===== config.mk =====
export PLATFORM = sky130hd
export DESIGN_NAME = fetch_decode_unit
export DESIGN_NICKNAME = d
export VERILOG_FILES = /design/src/rtl/fetch_decode_unit_pkg.sv /design/src/rtl/fetch_decode_unit_out_reg.sv /design/src/rtl/fetch_decode_unit.sv
export SDC_FILE = /design/constraint.sdc
export NUM_CORES = 1
export LEC_CHECK = 0
export CAP_MARGIN = 20
export CORE_ASPECT_RATIO = 2
export CORE_MARGIN = 4
export CORE_UTILIZATION = 40
export CTS_BUF_LIST = sky130_fd_sc_hd__clkbuf_8
export CTS_CLUSTER_DIAMETER = 120
export DETAILED_ROUTE_END_ITERATION = 12
export DONT_BUFFER_PORTS = 1
export HOLD_SLACK_MARGIN = 0.12
export PLACE_DENSITY_LB_ADDON = 0.12
export REMOVE_ABC_BUFFERS = 1
export SYNTH_ARGS = -nofsm -noshare
export SYNTH_HDL_FRONTEND = slang
export SYNTH_SLANG_ARGS = --single-unit

===== constraint.sdc =====
create_clock -name clk -period 1.95 [get_ports clk]
set_input_delay 0.585 -clock clk [delete_from_list [all_inputs] [get_ports clk]]
set_output_delay 0.585 -clock clk [all_outputs]
set_load 0.005 [all_outputs]

===== src/rtl/fetch_decode_unit_pkg.sv =====
`default_nettype none
// ============================================================================
//  Module   : fetch_decode_unit_pkg
//  Purpose  : Shared definitions for the fetch/decode stage: default width,
//             base-ISA major opcodes, FSM state encoding, instruction field
//             bit positions and the illegal-opcode helper used when the
//             FETCH_ILLEGAL_CHK_EN build option is enabled.
//  Revision : 1.0  initial release
// ============================================================================
package fetch_decode_unit_pkg;

    localparam int XLEN_DEFAULT = 32;
    localparam int INSTR_W      = 32;

    // Major opcodes recognised by the downstream control unit
    localparam logic [6:0] OP_LOAD   = 7'b0000011;
    localparam logic [6:0] OP_STORE  = 7'b0100011;
    localparam logic [6:0] OP_RTYPE  = 7'b0110011;
    localparam logic [6:0] OP_BRANCH = 7'b1100011;
    localparam logic [6:0] OP_ITYPE  = 7'b0010011;
    localparam logic [6:0] OP_JAL    = 7'b1101111;
    localparam logic [6:0] OP_JALR   = 7'b1100111;
    localparam logic [6:0] OP_LUI    = 7'b0110111;
    localparam logic [6:0] OP_AUIPC  = 7'b0010111;
    localparam logic [6:0] OP_SYSTEM = 7'b1110011;

    // Fetch FSM. HOLD has no encoding of its own: it is REQ with the
    // request gated off while the output register is full and stalled.
    typedef enum logic [1:0] {
        ST_REQ  = 2'd0,
        ST_WAIT = 2'd1
    } fetch_state_e;

    // Instruction field bit positions
    localparam int OPC_MSB = 6;
    localparam int OPC_LSB = 0;
    localparam int RD_MSB  = 11;
    localparam int RD_LSB  = 7;
    localparam int F3_MSB  = 14;
    localparam int F3_LSB  = 12;
    localparam int RS1_MSB = 19;
    localparam int RS1_LSB = 15;
    localparam int RS2_MSB = 24;
    localparam int RS2_LSB = 20;
    localparam int F7_MSB  = 31;
    localparam int F7_LSB  = 25;

    // 1 when the word is compressed/invalid (low bits != 11) or its major
    // opcode is outside the supported set.
    function automatic logic is_illegal(input logic [INSTR_W-1:0] instr);
        logic known;
        case (instr[OPC_MSB:OPC_LSB])
            OP_LOAD, OP_STORE, OP_RTYPE, OP_BRANCH, OP_ITYPE,
            OP_JAL, OP_JALR, OP_LUI, OP_AUIPC, OP_SYSTEM: known = 1'b1;
            default:                                      known = 1'b0;
        endcase
        return (instr[1:0] != 2'b11) || !known;
    endfunction

endpackage
`default_nettype wire


===== src/rtl/fetch_decode_unit_out_reg.sv =====
`default_nettype none
// ============================================================================
//  Module   : fetch_out_reg
//  Purpose  : Output register of the fetch/decode stage. Holds one captured
//             instruction and its PC, runs the valid/ready handshake toward
//             the control unit and slices the decode fields.
//  Ports    : clk, reset       - clock, synchronous active-high reset
//             load_i           - capture pc_i/instr_i this cycle
//             flush_i          - redirect: drop the held instruction
//             out_ready_i      - consumer accepts the held instruction
//             out_valid_o, out_pc_o, opcode_o, funct3_o, funct7_o,
//             rd_o, rs1_o, rs2_o - registered decode outputs
//             out_illegal_o    - only with FETCH_ILLEGAL_CHK_EN defined
//  Revision : 1.0  initial release
// ============================================================================
module fetch_out_reg
    import fetch_decode_unit_pkg::*;
#(
    parameter int XLEN = XLEN_DEFAULT
) (
    input  logic               clk,
    input  logic               reset,
    input  logic               load_i,
    input  logic               flush_i,
    input  logic [XLEN-1:0]    pc_i,
    input  logic [INSTR_W-1:0] instr_i,
    input  logic               out_ready_i,
    output logic               out_valid_o,
    output logic [XLEN-1:0]    out_pc_o,
    output logic [6:0]         opcode_o,
    output logic [2:0]         funct3_o,
    output logic [6:0]         funct7_o,
    output logic [4:0]         rd_o,
    output logic [4:0]         rs1_o,
    output logic [4:0]         rs2_o
`ifdef FETCH_ILLEGAL_CHK_EN
    ,
    output logic               out_illegal_o
`endif
);

    logic               valid_q, valid_d;
    logic [XLEN-1:0]    pc_q, pc_d;
    logic [INSTR_W-1:0] instr_q, instr_d;

    // Flush outranks everything; a transfer in the flush cycle still
    // counts because the consumer sampled valid/ready before the edge.
    always_comb begin
        valid_d = valid_q;
        pc_d    = pc_q;
        instr_d = instr_q;
        if (flush_i) begin
            valid_d = 1'b0;
        end else if (load_i) begin
            valid_d = 1'b1;
            pc_d    = pc_i;
            instr_d = instr_i;
        end else if (valid_q && out_ready_i) begin
            valid_d = 1'b0;
        end
    end

    always_ff @(posedge clk) begin
        if (reset) begin
            valid_q <= 1'b0;
            pc_q    <= '0;
            instr_q <= '0;
        end else begin
            valid_q <= valid_d;
            pc_q    <= pc_d;
            instr_q <= instr_d;
        end
    end

`ifdef FETCH_ILLEGAL_CHK_EN
    logic illegal_q;

    always_ff @(posedge clk) begin
        if (reset) begin
            illegal_q <= 1'b0;
        end else if (!flush_i && load_i) begin
            illegal_q <= is_illegal(instr_i);
        end
    end

    assign out_illegal_o = illegal_q;
`endif

    assign out_valid_o = valid_q;
    assign out_pc_o    = pc_q;
    assign opcode_o    = instr_q[OPC_MSB:OPC_LSB];
    assign rd_o        = instr_q[RD_MSB:RD_LSB];
    assign funct3_o    = instr_q[F3_MSB:F3_LSB];
    assign rs1_o       = instr_q[RS1_MSB:RS1_LSB];
    assign rs2_o       = instr_q[RS2_MSB:RS2_LSB];
    assign funct7_o    = instr_q[F7_MSB:F7_LSB];

endmodule
`default_nettype wire


===== src/rtl/fetch_decode_unit.sv =====
`default_nettype none
// ============================================================================
//  Module   : fetch_decode_unit
//  Purpose  : Instruction fetch + field decode in front of the control unit.
//             Keeps the PC, issues one word fetch at a time over a
//             req/gnt/rvalid port, and hands decoded fields downstream with
//             valid/ready. Branch redirects reload the PC and drop any
//             in-flight response.
//  Ports    : clk, reset (sync, active-high)
//             imem_req/imem_addr/imem_gnt/imem_rvalid/imem_rdata - memory
//             redirect_valid/redirect_pc                         - execute
//             out_valid/out_ready/out_pc/opcode/funct3/funct7/rd/rs1/rs2
//             out_illegal - present only with FETCH_ILLEGAL_CHK_EN defined
//  Build    : `define FETCH_ILLEGAL_CHK_EN adds the illegal-opcode flag.
//  Revision : 1.0  initial release
// ============================================================================
module fetch_decode_unit
    import fetch_decode_unit_pkg::*;
#(
    parameter int              XLEN     = XLEN_DEFAULT,
    parameter logic [XLEN-1:0] RESET_PC = '0
) (
    input  logic            clk,
    input  logic            reset,
    output logic            imem_req,
    output logic [XLEN-1:0] imem_addr,
    input  logic            imem_gnt,
    input  logic            imem_rvalid,
    input  logic [XLEN-1:0] imem_rdata,
    input  logic            redirect_valid,
    input  logic [XLEN-1:0] redirect_pc,
    output logic            out_valid,
    input  logic            out_ready,
    output logic [XLEN-1:0] out_pc,
    output logic [6:0]      opcode,
    output logic [2:0]      funct3,
    output logic [6:0]      funct7,
    output logic [4:0]      rd,
    output logic [4:0]      rs1,
    output logic [4:0]      rs2
`ifdef FETCH_ILLEGAL_CHK_EN
    ,
    output logic            out_illegal
`endif
);

    fetch_state_e    state_q, state_d;
    logic [XLEN-1:0] pc_q, pc_d;
    logic            discard_q, discard_d;
    logic            w_can_issue;
    logic            w_grant;
    logic            w_capture;

    // Only one instruction may be buffered, so a new fetch is issued only
    // when the output slot is empty or drains this cycle.
    assign w_can_issue = !out_valid || out_ready;
    assign imem_req    = !reset && (state_q == ST_REQ) && w_can_issue;
    assign imem_addr   = pc_q;
    assign w_grant     = imem_req && imem_gnt;

    always_comb begin
        state_d   = state_q;
        pc_d      = pc_q;
        discard_d = discard_q;
        w_capture = 1'b0;
        if (redirect_valid) begin
            pc_d = redirect_pc & ~XLEN'(3);
            case (state_q)
                ST_WAIT: begin
                    if (imem_rvalid) begin
                        state_d   = ST_REQ;
                        discard_d = 1'b0;
                    end else begin
                        discard_d = 1'b1;
                    end
                end
                ST_REQ: begin
                    // A request granted now belongs to the old path.
                    if (w_grant) begin
                        state_d   = ST_WAIT;
                        discard_d = 1'b1;
                    end
                end
                default: state_d = ST_REQ;
            endcase
        end else begin
            case (state_q)
                ST_WAIT: begin
                    if (imem_rvalid) begin
                        state_d   = ST_REQ;
                        discard_d = 1'b0;
                        if (!discard_q) begin
                            w_capture = 1'b1;
                            pc_d      = pc_q + XLEN'(4);
                        end
                    end
                end
                ST_REQ: begin
                    if (w_grant) begin
                        state_d = ST_WAIT;
                    end
                end
                default: state_d = ST_REQ;
            endcase
        end
    end

    always_ff @(posedge clk) begin
        if (reset) begin
            state_q   <= ST_REQ;
            pc_q      <= RESET_PC;
            discard_q <= 1'b0;
        end else begin
            state_q   <= state_d;
            pc_q      <= pc_d;
            discard_q <= discard_d;
        end
    end

    fetch_out_reg #(
        .XLEN (XLEN)
    ) u_out_reg (
        .clk           (clk),
        .reset         (reset),
        .load_i        (w_capture),
        .flush_i       (redirect_valid),
        .pc_i          (pc_q),
        .instr_i       (imem_rdata[INSTR_W-1:0]),
        .out_ready_i   (out_ready),
        .out_valid_o   (out_valid),
        .out_pc_o      (out_pc),
        .opcode_o      (opcode),
        .funct3_o      (funct3),
        .funct7_o      (funct7),
        .rd_o          (rd),
        .rs1_o         (rs1),
        .rs2_o         (rs2)
`ifdef FETCH_ILLEGAL_CHK_EN
        ,
        .out_illegal_o (out_illegal)
`endif
    );

endmodule
`default_nettype wire

Word-level counts from Yosys, hierarchy flattened
Cells that the tools add are included.
Operators by class
  add/subtract/negate cells: 1
  eq/ne operators: 5
  mux-type cells: 19
  bitwise operators: 2
  reduce and logical (&&, ||, !) cells: 18
Operators by type and width (number)
  $mux W32: 4
  $add A32 B3 Y32 const B: 1
  $mux W1: 11
  $reduce_bool A2 Y1: 4
  $ne A2 B2 Y1 const B: 3
  $reduce_and A3 Y1: 2
  $logic_and A1 B1 Y1: 4
  $mux W2: 2
  $pmux W2 S2: 1
  $reduce_and A2 Y1: 2
  $reduce_and A4 Y1: 1
  $ne A3 B3 Y1 const B: 1
  $eq A2 B1 Y1 const B: 1
  $logic_not A1 Y1: 2
  $logic_not A2 Y1: 1
  $not A1 Y1: 2
  $pmux W1 S2: 1
  $reduce_or A2 Y1: 1
  $logic_or A1 B1 Y1: 1
Word-level totals
  register bits after elaboration: 100
  input port bits: 70

Depth between registers and ports, before layout
Gate-level depths: netlist (run 1).
  depth in word-level cells: 7
  gate-level depth with buffers: 7
  mapped depth without buffers: 6

By module
Synthesis (run 1) repeated with hierarchy kept, for this count alone.
Second synthesis, totals
  cell total of the unflattened synthesis: 545
  area total of the unflattened synthesis: 5052.3 um^2
By module, submodules not included
  fetch_out_reg: times used 1, cells an instance 296, area an instance 3083.0 um^2, sequential area each 1301.2 um^2
  fetch_decode_unit: times used 1, cells an instance 249, area an instance 1969.4 um^2, sequential area each 640.6 um^2

Worst setup path before layout (run 1)
No wires, ideal clock.
  path kind: input to register
  start: input port redirect_valid
  end: register u_out_reg.instr_q[18]
  arrival: 1.651 ns
  required time: 1.879 ns
  path slack: 0.228 ns
  cell stages on the path: 7
  path buffers: 3
  cell sequence: clkbuf_1 -> inv_2 -> nand2b_1 -> buf_2 -> clkbuf_1 -> nand2_1 -> a21oi_1
Between the ends
  word-level cells in the longest chain between the ends: 2
RTL lines
  start: declaration: line fetch_decode_unit.sv:30  | input logic redirect_valid,
  $mux W1 or $not A1 Y1 (tied branches)
  $reduce_and A2 Y1 (no source line) *
  end signal: assignment: line fetch_decode_unit_out_reg.sv:71  | instr_q <= instr_d;
  end: declaration: line fetch_decode_unit_out_reg.sv:44  | logic [INSTR_W-1:0] instr_q, instr_d;
Every way passes the cells marked *; elsewhere a longest branch is shown, timed or not.
A chain may end at the register's enable or synchronous reset.

Worst setup path after layout (run 1)
  start: register pc_q[10], in the netlist imem_addr[10]
  end: register pc_q[21], in the netlist imem_addr[21]
Between the ends
  word-level cells in the longest chain between the ends: 5
RTL lines
  start: declaration: line fetch_decode_unit.sv:48  | logic [XLEN-1:0] pc_q, pc_d;
  start signal: assignment: line fetch_decode_unit.sv:115  | pc_q <= pc_d;
  $add A32 B3 Y32: line fetch_decode_unit.sv:94  | pc_d = pc_q + XLEN'(4);
  $mux W32: line fetch_decode_unit.sv:92  | if (!discard_q) begin
  $mux W32: line fetch_decode_unit.sv:89  | if (imem_rvalid) begin
  $mux W32: line fetch_decode_unit.sv:87  | case (state_q)
  $mux W32: line fetch_decode_unit.sv:66  | if (redirect_valid) begin
No other way between the ends. The select of a mux whose other input is x is not followed.

==> metrics, run 1 <==
GPL Wtd Cong approximately 0.77; beginning of the worst register-to-register path imem_addr[10]; number of nets at the end of the flow 562; Slew Viols, Final 0; clock network fraction of total power 0.362; effective utilization at floorplan 0.414; maximum vdd ir drop approximately 440 uV; layout cells sized above 1 0.119; global router's overall resource usage 0.177; crit path max fanout 12; number of hold buffers added after CTS 0; die span in x between 70 and 80 um; initial antenna violation count 0; pin count of the biggest net entering global routing 97; ys flop type sky130_fd_sc_hd__dfxtp_1; startpoint class of the critical path flip-flop; number of antenna-violating nets in the routed design 0; maximum achievable frequency approximately 580 MHz; leakage power of the design 1.48 nW; required time of the critical path 2.23 ns; Clock transition at path regs about 0.09 ns; leading area contributor after synthesis sky130_fd_sc_hd__dfxtp_1; clk_lat worst skew approximately 0.36 ns; DRC violation count after routing 0; count of fill cells added during filler insertion ~940; most common library cell in the layout ignoring fill and taps sky130_fd_sc_hd__nand2_1; overall power after layout around 3.6 mW; Clock Sink Count 95; switching power as a share of total power 0.250; core area ~9400 um^2; placement-stage worst setup slack roughly 0.16 ns; number of global-route vias before repair approximately 3000; post-route setup slack roughly 0.22 ns; number of optimization iterations in the first detailed-route pass 4; P per Cell Area between 800 and 900 nW/um^2; Critical Setup Path Class reg -> reg; hold violation total from the final report 0; sequential share of the synthesized area 0.486; Gate power share 0.064; number of buffers inserted during clock tree synthesis 9; number of storage elements in the synthesis netlist 95; CTS HTree Levels 3; largest cells by area after synthesis sky130_fd_sc_hd__dfxtp_1, sky130_fd_sc_hd__nand2_1, sky130_fd_sc_hd__a21oi_1, sky130_fd_sc_hd__xor2_1, sky130_fd_sc_hd__a211oi_1; sum of negative setup slack 0 ns; minimum period implied by the final worst setup slack about 1.7 ns; Die Ht 148 um; Routed Wire Length 10300 um; total congestion overflow 0; count of buffers from port buffering 0; Internal approximately 2.7 mW; run status completed; Distinct cells, synth 39; end of the worst hold path u_out_reg.out_pc_o[10]; Syn-to-layout area delta 11.5%; number of enable flip-flop cells after synthesis 0; HPWL after DPL just over 7000 um; number of diodes 0; RSZ-0062 raised after global routing false; placed cell count between 600 and 700; final worst clock skew roughly 0.0094 ns; warnings from Yosys 0; instance count along the most critical hold path 1; num rows 50; FF/Latch Area about 1900 um^2; classification of the worst-slack hold path in -> reg; slack of the worst reg-to-reg path between 0.2 and 0.25 ns; most used cells in the layout excluding fill and tap cells sky130_fd_sc_hd__nand2_1, sky130_fd_sc_hd__dfxtp_1, sky130_fd_sc_hd__a21oi_1; global-route wire length before repair 16300 um; Multi-input gate area 1850 um^2; Switching Power approximately 0.9 mW; TritonCTS clock tree done; total of max-cap violations 0; Post-Layout Cell Count about 630; critical register-to-register path endpoint imem_addr[21]; Flop pwr share 0.574; detail-routed via count per cell 5.15; ratio of final minimum period to clock period 0.886; hold path startpoint reset; floorplan die area about 12000 um^2; first-iteration detailed-routing DRC count 186; top cell type's share of synthesized area 0.486; Clock Tree Buf Depth 2; Post-Syn Area about 3900 um^2; Setup crit end kind flip-flop; number of setup violations in the final report 0; Register-to-Register Path Depth 6; I/O pin count 168; data arrival time at the worst-slack endpoint around 2.0 ns; Synth async-reset ratio 0; Root Buffer sky130_fd_sc_hd__clkbuf_8; synthesized area per cell approximately 8.1 um^2; per-cell routed wire length roughly 16 um; count of vias placed by the detailed router 3226; Post-Syn Instances 485
power groups by stage:
stage	Combinational, mW	Sequential [mW]	Clock, mW
2_1_floorplan	0.132	2.11	0
3_3_place_gp	0.226	2.11	0
3_5_place_dp	0.231	2.11	0
4_1_cts	0.232	2.07	1.35
5_1_grt	0.260	2.07	1.43
6_report	0.229	2.06	1.30
through the flow:
step | cell area [um^2] | utilization | hold slack, ns
3_5_place_dp | 4160 | 0.440 | 0.461
6_report | 4360 | 0.461 | 0.286
4_1_cts | 4350 | 0.461 | 0.262
3_3_place_gp | 4160 | 0.440 | 0.456
5_1_grt | 4360 | 0.461 | 0.258
2_1_floorplan | 3760 | - | 0.447
how the worst max path moves through the flow:
stage / startpoint / end / cells after the start
3_3_place_gp: imem_rvalid / imem_addr[23] / 5
2_1_floorplan: imem_rvalid / u_out_reg.instr_q[0] / 4
5_1_grt: imem_addr[10] / imem_addr[21] / 6
4_1_cts: imem_addr[3] / imem_addr[14] / 7
6_report: imem_addr[10] / imem_addr[21] / 6
3_5_place_dp: imem_rvalid / imem_addr[14] / 6
logic make-up after synthesis:
family	after synthesis	synth area share
adders and majority gates	1	0.00320
DFF	95	0.486
muxes	2	0.00512
other	1	0.000959
and+or+nand+nor	219	0.251
buffers and inverters	42	0.0473
xor gates and xnor gates	28	0.0627
AOI/OAI and AO/OA	97	0.144
Yosys cell counts (3+ instances only):
library cell and n:
sky130_fd_sc_hd__buf_1 3, sky130_fd_sc_hd__nand3_1 10, sky130_fd_sc_hd__a211oi_1 18, sky130_fd_sc_hd__clkbuf_1 26
sky130_fd_sc_hd__nand2_1 139, sky130_fd_sc_hd__inv_1 5, sky130_fd_sc_hd__and3_1 3, sky130_fd_sc_hd__xor2_1 21
sky130_fd_sc_hd__xnor2_1 7, sky130_fd_sc_hd__dfxtp_1 95, sky130_fd_sc_hd__nor4_1 3, sky130_fd_sc_hd__nand3_2 3
sky130_fd_sc_hd__nor3_1 5, sky130_fd_sc_hd__a21oi_1 72, sky130_fd_sc_hd__nand4_1 10, sky130_fd_sc_hd__nor2_1 34
sky130_fd_sc_hd__buf_4 5
registers in the layout, indices dropped and copies added, names as in the netlist:
register	flops
u_out_reg.instr_q	32
imem_addr	30
discard_q	1
state_q	1
u_out_reg.out_valid_o	1
u_out_reg.out_pc_o	30
critical path, stage by stage (launching register included):
cell and delay (ns):
sky130_fd_sc_hd__dfxtp_1 0.47, sky130_fd_sc_hd__nand3_4 0.16, sky130_fd_sc_hd__nor4_4 0.27, sky130_fd_sc_hd__buf_4 0.23
sky130_fd_sc_hd__nand4_1 0.12, sky130_fd_sc_hd__xor2_1 0.15, sky130_fd_sc_hd__a211oi_1 0.24
cell type report:
cell class                 instances  share of cell area
timing repair buffer              28              0.0511
sequential                        95               0.436
multi-input combinational        351               0.425
tap                              130              0.0373
clock inverter                     7              0.0169
inverter                           6             0.00517
clock buffer                       9              0.0284
timing repair:
item	4_1_cts	5_1_grt
buffers inserted	0	0
setup endpoints to repair	0	1
gates resized for setup	0	1
routing by layer:
layer  track usage  part of all wire
met5             0                 0
met3        0.0488             0.079
met4        0.0674             0.014
met2         0.303              0.52
met1         0.208              0.38
No activity file was read; power rests on OpenSTA's default activity.
==> run 2, diff against run 1 <==
Settings changed: SETUP_SLACK_MARGIN set to 0.2.
==> metrics, run 2 (synthesized netlist as in run 1, its figures left out) <==
CTS HTree Levels 3 (unchanged); Critical Setup Path Class reg -> reg; number of hold buffers added after CTS 0 (unchanged); Clock Sink Count 95 (unchanged); post-detailed-placement cell area 4160 um^2 (unchanged); clk_lat worst skew 0.36 ns (about the same); die span in x 77.9 um (unchanged); layout cells sized above 1 0.139 (+0.0199); number of setup violations in the final report 0 (unchanged); global-route wire length before repair 16300 um (+0.13%); Syn-to-layout area delta 12.7%; leakage power of the design 1.51 nW (+1.9%); instance count along the most critical hold path 1 (unchanged); Root Buffer sky130_fd_sc_hd__clkbuf_8; detail-routed via count per cell 5.15 (-0.16%); Slew Viols, Final 0 (unchanged); final non-filler cell area 4410 um^2 (+1.1%); number of diodes 0 (unchanged); Multi-input gate area 1880 um^2 (+1.4%); pin count of the biggest net entering global routing 97 (unchanged); data arrival time at the worst-slack endpoint 1.93 ns (-0.07 ns); run status completed; GPL Wtd Cong 0.766 (unchanged); first-iteration detailed-routing DRC count 203 (+9.1%); maximum achievable frequency 602 MHz (+4.0%); classification of the worst-slack hold path in -> reg; total congestion overflow 0 (unchanged); number of antenna-violating nets in the routed design 0 (unchanged); num rows 50 (unchanged); number of optimization iterations in the first detailed-route pass 4 (unchanged); count of buffers from port buffering 0 (unchanged); hold violation total from the final report 0 (unchanged); Routed Wire Length 10300 um (+0.34%); number of global-route vias before repair 3075 (+0.39%); final core utilization 0.466 (+0.00503); clock network fraction of total power 0.362 (about the same); HPWL after DPL 7190 um (unchanged); post-route setup slack 0.289 ns (+0.0664 ns); DRC violation count after routing 0 (unchanged); number of flip-flops under the largest register name 32 (unchanged); Setup crit end kind flip-flop; crit path max fanout 12 (unchanged); minimum period implied by the final worst setup slack 1.66 ns (-0.0664 ns); switching power as a share of total power 0.249 (about the same); count of vias placed by the detailed router 3226 (unchanged); startpoint class of the critical path flip-flop; floorplan die area 11500 um^2 (unchanged); register with the highest flop count u_out_reg.instr_q; Flop pwr share 0.574 (about the same); global router's overall resource usage 0.177 (about the same); worst-path cell with the longest stage delay sky130_fd_sc_hd__dfxtp_1; required time of the critical path 2.22 ns (about the same); placement-stage worst setup slack 0.163 ns (unchanged); number of buffers inserted during clock tree synthesis 9 (unchanged); I/O pin count 168 (unchanged); most used cells in the layout excluding fill and tap cells sky130_fd_sc_hd__nand2_1, sky130_fd_sc_hd__dfxtp_1, sky130_fd_sc_hd__a21oi_1; effective utilization at floorplan 0.414 (unchanged); Cell Chain, Critical Path nand3_4, nor4_4, buf_6, nand3_1, xnor2_1, a211oi_1; total of max-cap violations 0 (unchanged); final worst clock skew 0.00773 ns (-0.00164 ns); Clock transition at path regs 0.09 ns (about the same); beginning of the worst register-to-register path imem_addr[7]; slack of the worst reg-to-reg path 0.29 ns (+0.07 ns); number of nets at the end of the flow 563 (+0.18%); Register-to-Register Path Depth 6 (unchanged); hold path startpoint reset; P per Cell Area 816 nW/um^2 (-1.0%); Clock Tree Buf Depth 2 (unchanged); Die Ht 148 um (unchanged); initial antenna violation count 0 (unchanged); Switching Power 0.897 mW (about the same); maximum vdd ir drop 434 uV (-0.37%); count of fill cells added during filler insertion 939 (-0.42%); Gate power share 0.064 (about the same); critical register-to-register path endpoint imem_addr[27]; most common library cell in the layout ignoring fill and taps sky130_fd_sc_hd__nand2_1; TritonCTS clock tree done; Internal 2.70 mW (about the same); RSZ-0062 raised after global routing true; per-cell routed wire length 16.4 um (+0.18%); FF/Latch Area 1910 um^2 (+0.33%); ratio of final minimum period to clock period 0.852 (-0.0341); end of the worst hold path u_out_reg.out_pc_o[10]; highest cell delay on the worst timing path 0.39 ns (-0.08 ns); core area 9450 um^2 (unchanged)
-- run 2: cell count changes in the layout (fill, tap and decap cells not counted), moves of 2 or more --
cell / previous run / this run
sky130_fd_sc_hd__nor3_2: 0 / 2
sky130_fd_sc_hd__dfxtp_2: 0 / 5
sky130_fd_sc_hd__buf_6: 0 / 2
sky130_fd_sc_hd__dfxtp_1: 95 / 90
sky130_fd_sc_hd__nor3_1: 5 / 3
-- run 2: timing repair --
action / CTS / global route
endpoints found under the setup margin: 1 / 18
gates cloned: 0 / 0
endpoints found under the hold margin: 0 / 0
gates resized for setup: 1 / 12
pin swaps: 0 / 2
buffers inserted: 0 / 1
-- run 2: worst max-delay path by stage --
| stage | endpoint | start | cells past startpoint | slack [ns] |
|---|---|---|---|---|
| floorplan | u_out_reg.instr_q[0] | imem_rvalid | 4 | -1.06 |
| global placement | imem_addr[23] | imem_rvalid | 5 | 0.18 |
| detailed placement | imem_addr[14] | imem_rvalid | 6 | 0.16 |
| CTS | imem_addr[18] | imem_addr[15] | 5 | 0.21 |
| global route | imem_addr[21] | imem_addr[7] | 6 | 0.16 |
| finish | imem_addr[27] | imem_addr[7] | 6 | 0.29 |
-- run 2: stage by stage --
step,TNS [ns],hold slack [ns],std cells,power (mW)
after detailed placement,0,0.461,610,2.34
after CTS,0,0.262,626,3.65
after global routing,0,0.258,627,3.77
final,0,0.288,627,3.60
after global placement,0,0.456,610,2.34
after floorplan,-66.22,0.447,452,2.24
-- run 2: final cells by class --
type / instances / share of cell area
inverters: 6 / 0.00511
clock buffers: 9 / 0.0281
multi-input cells: 351 / 0.426
well taps: 130 / 0.0369
repair buffers: 29 / 0.0539
clock inverters: 7 / 0.0168
flip-flops and latches: 95 / 0.433
-- run 2: critical path: cells and delay by family (launching register included) --
family / cells / cell delay (ns)
flops: 1 / 0.39
simple gates: 3 / 0.59
xor+xnor: 1 / 0.14
buf+inv: 1 / 0.19
compound gates: 1 / 0.26
-- run 2: power by group through the flow --
stage / registers (mW) / clock network [mW] / logic, mW
2_1_floorplan: 2.11 / 0 / 0.132
3_3_place_gp: 2.11 / 0 / 0.226
3_5_place_dp: 2.11 / 0 / 0.231
4_1_cts: 2.07 / 1.35 / 0.232
5_1_grt: 2.08 / 1.43 / 0.261
6_report: 2.07 / 1.30 / 0.230
-- run 2: routing by layer --
layer,track usage,vias to the layer above,routed length (um)
li1,-,1625,-
met1,0.208,1481,4000
met2,0.303,112,5370
met3,0.0488,8,792
met4,0.0674,0,123
met5,0,-,0
==> run 3, diff against run 2 <==
Settings changed: CTS_CLUSTER_DIAMETER 120 to not set.
==> results of run 3 <==
Same layout as run 2: the final DEF is identical, and so are final timing and power.
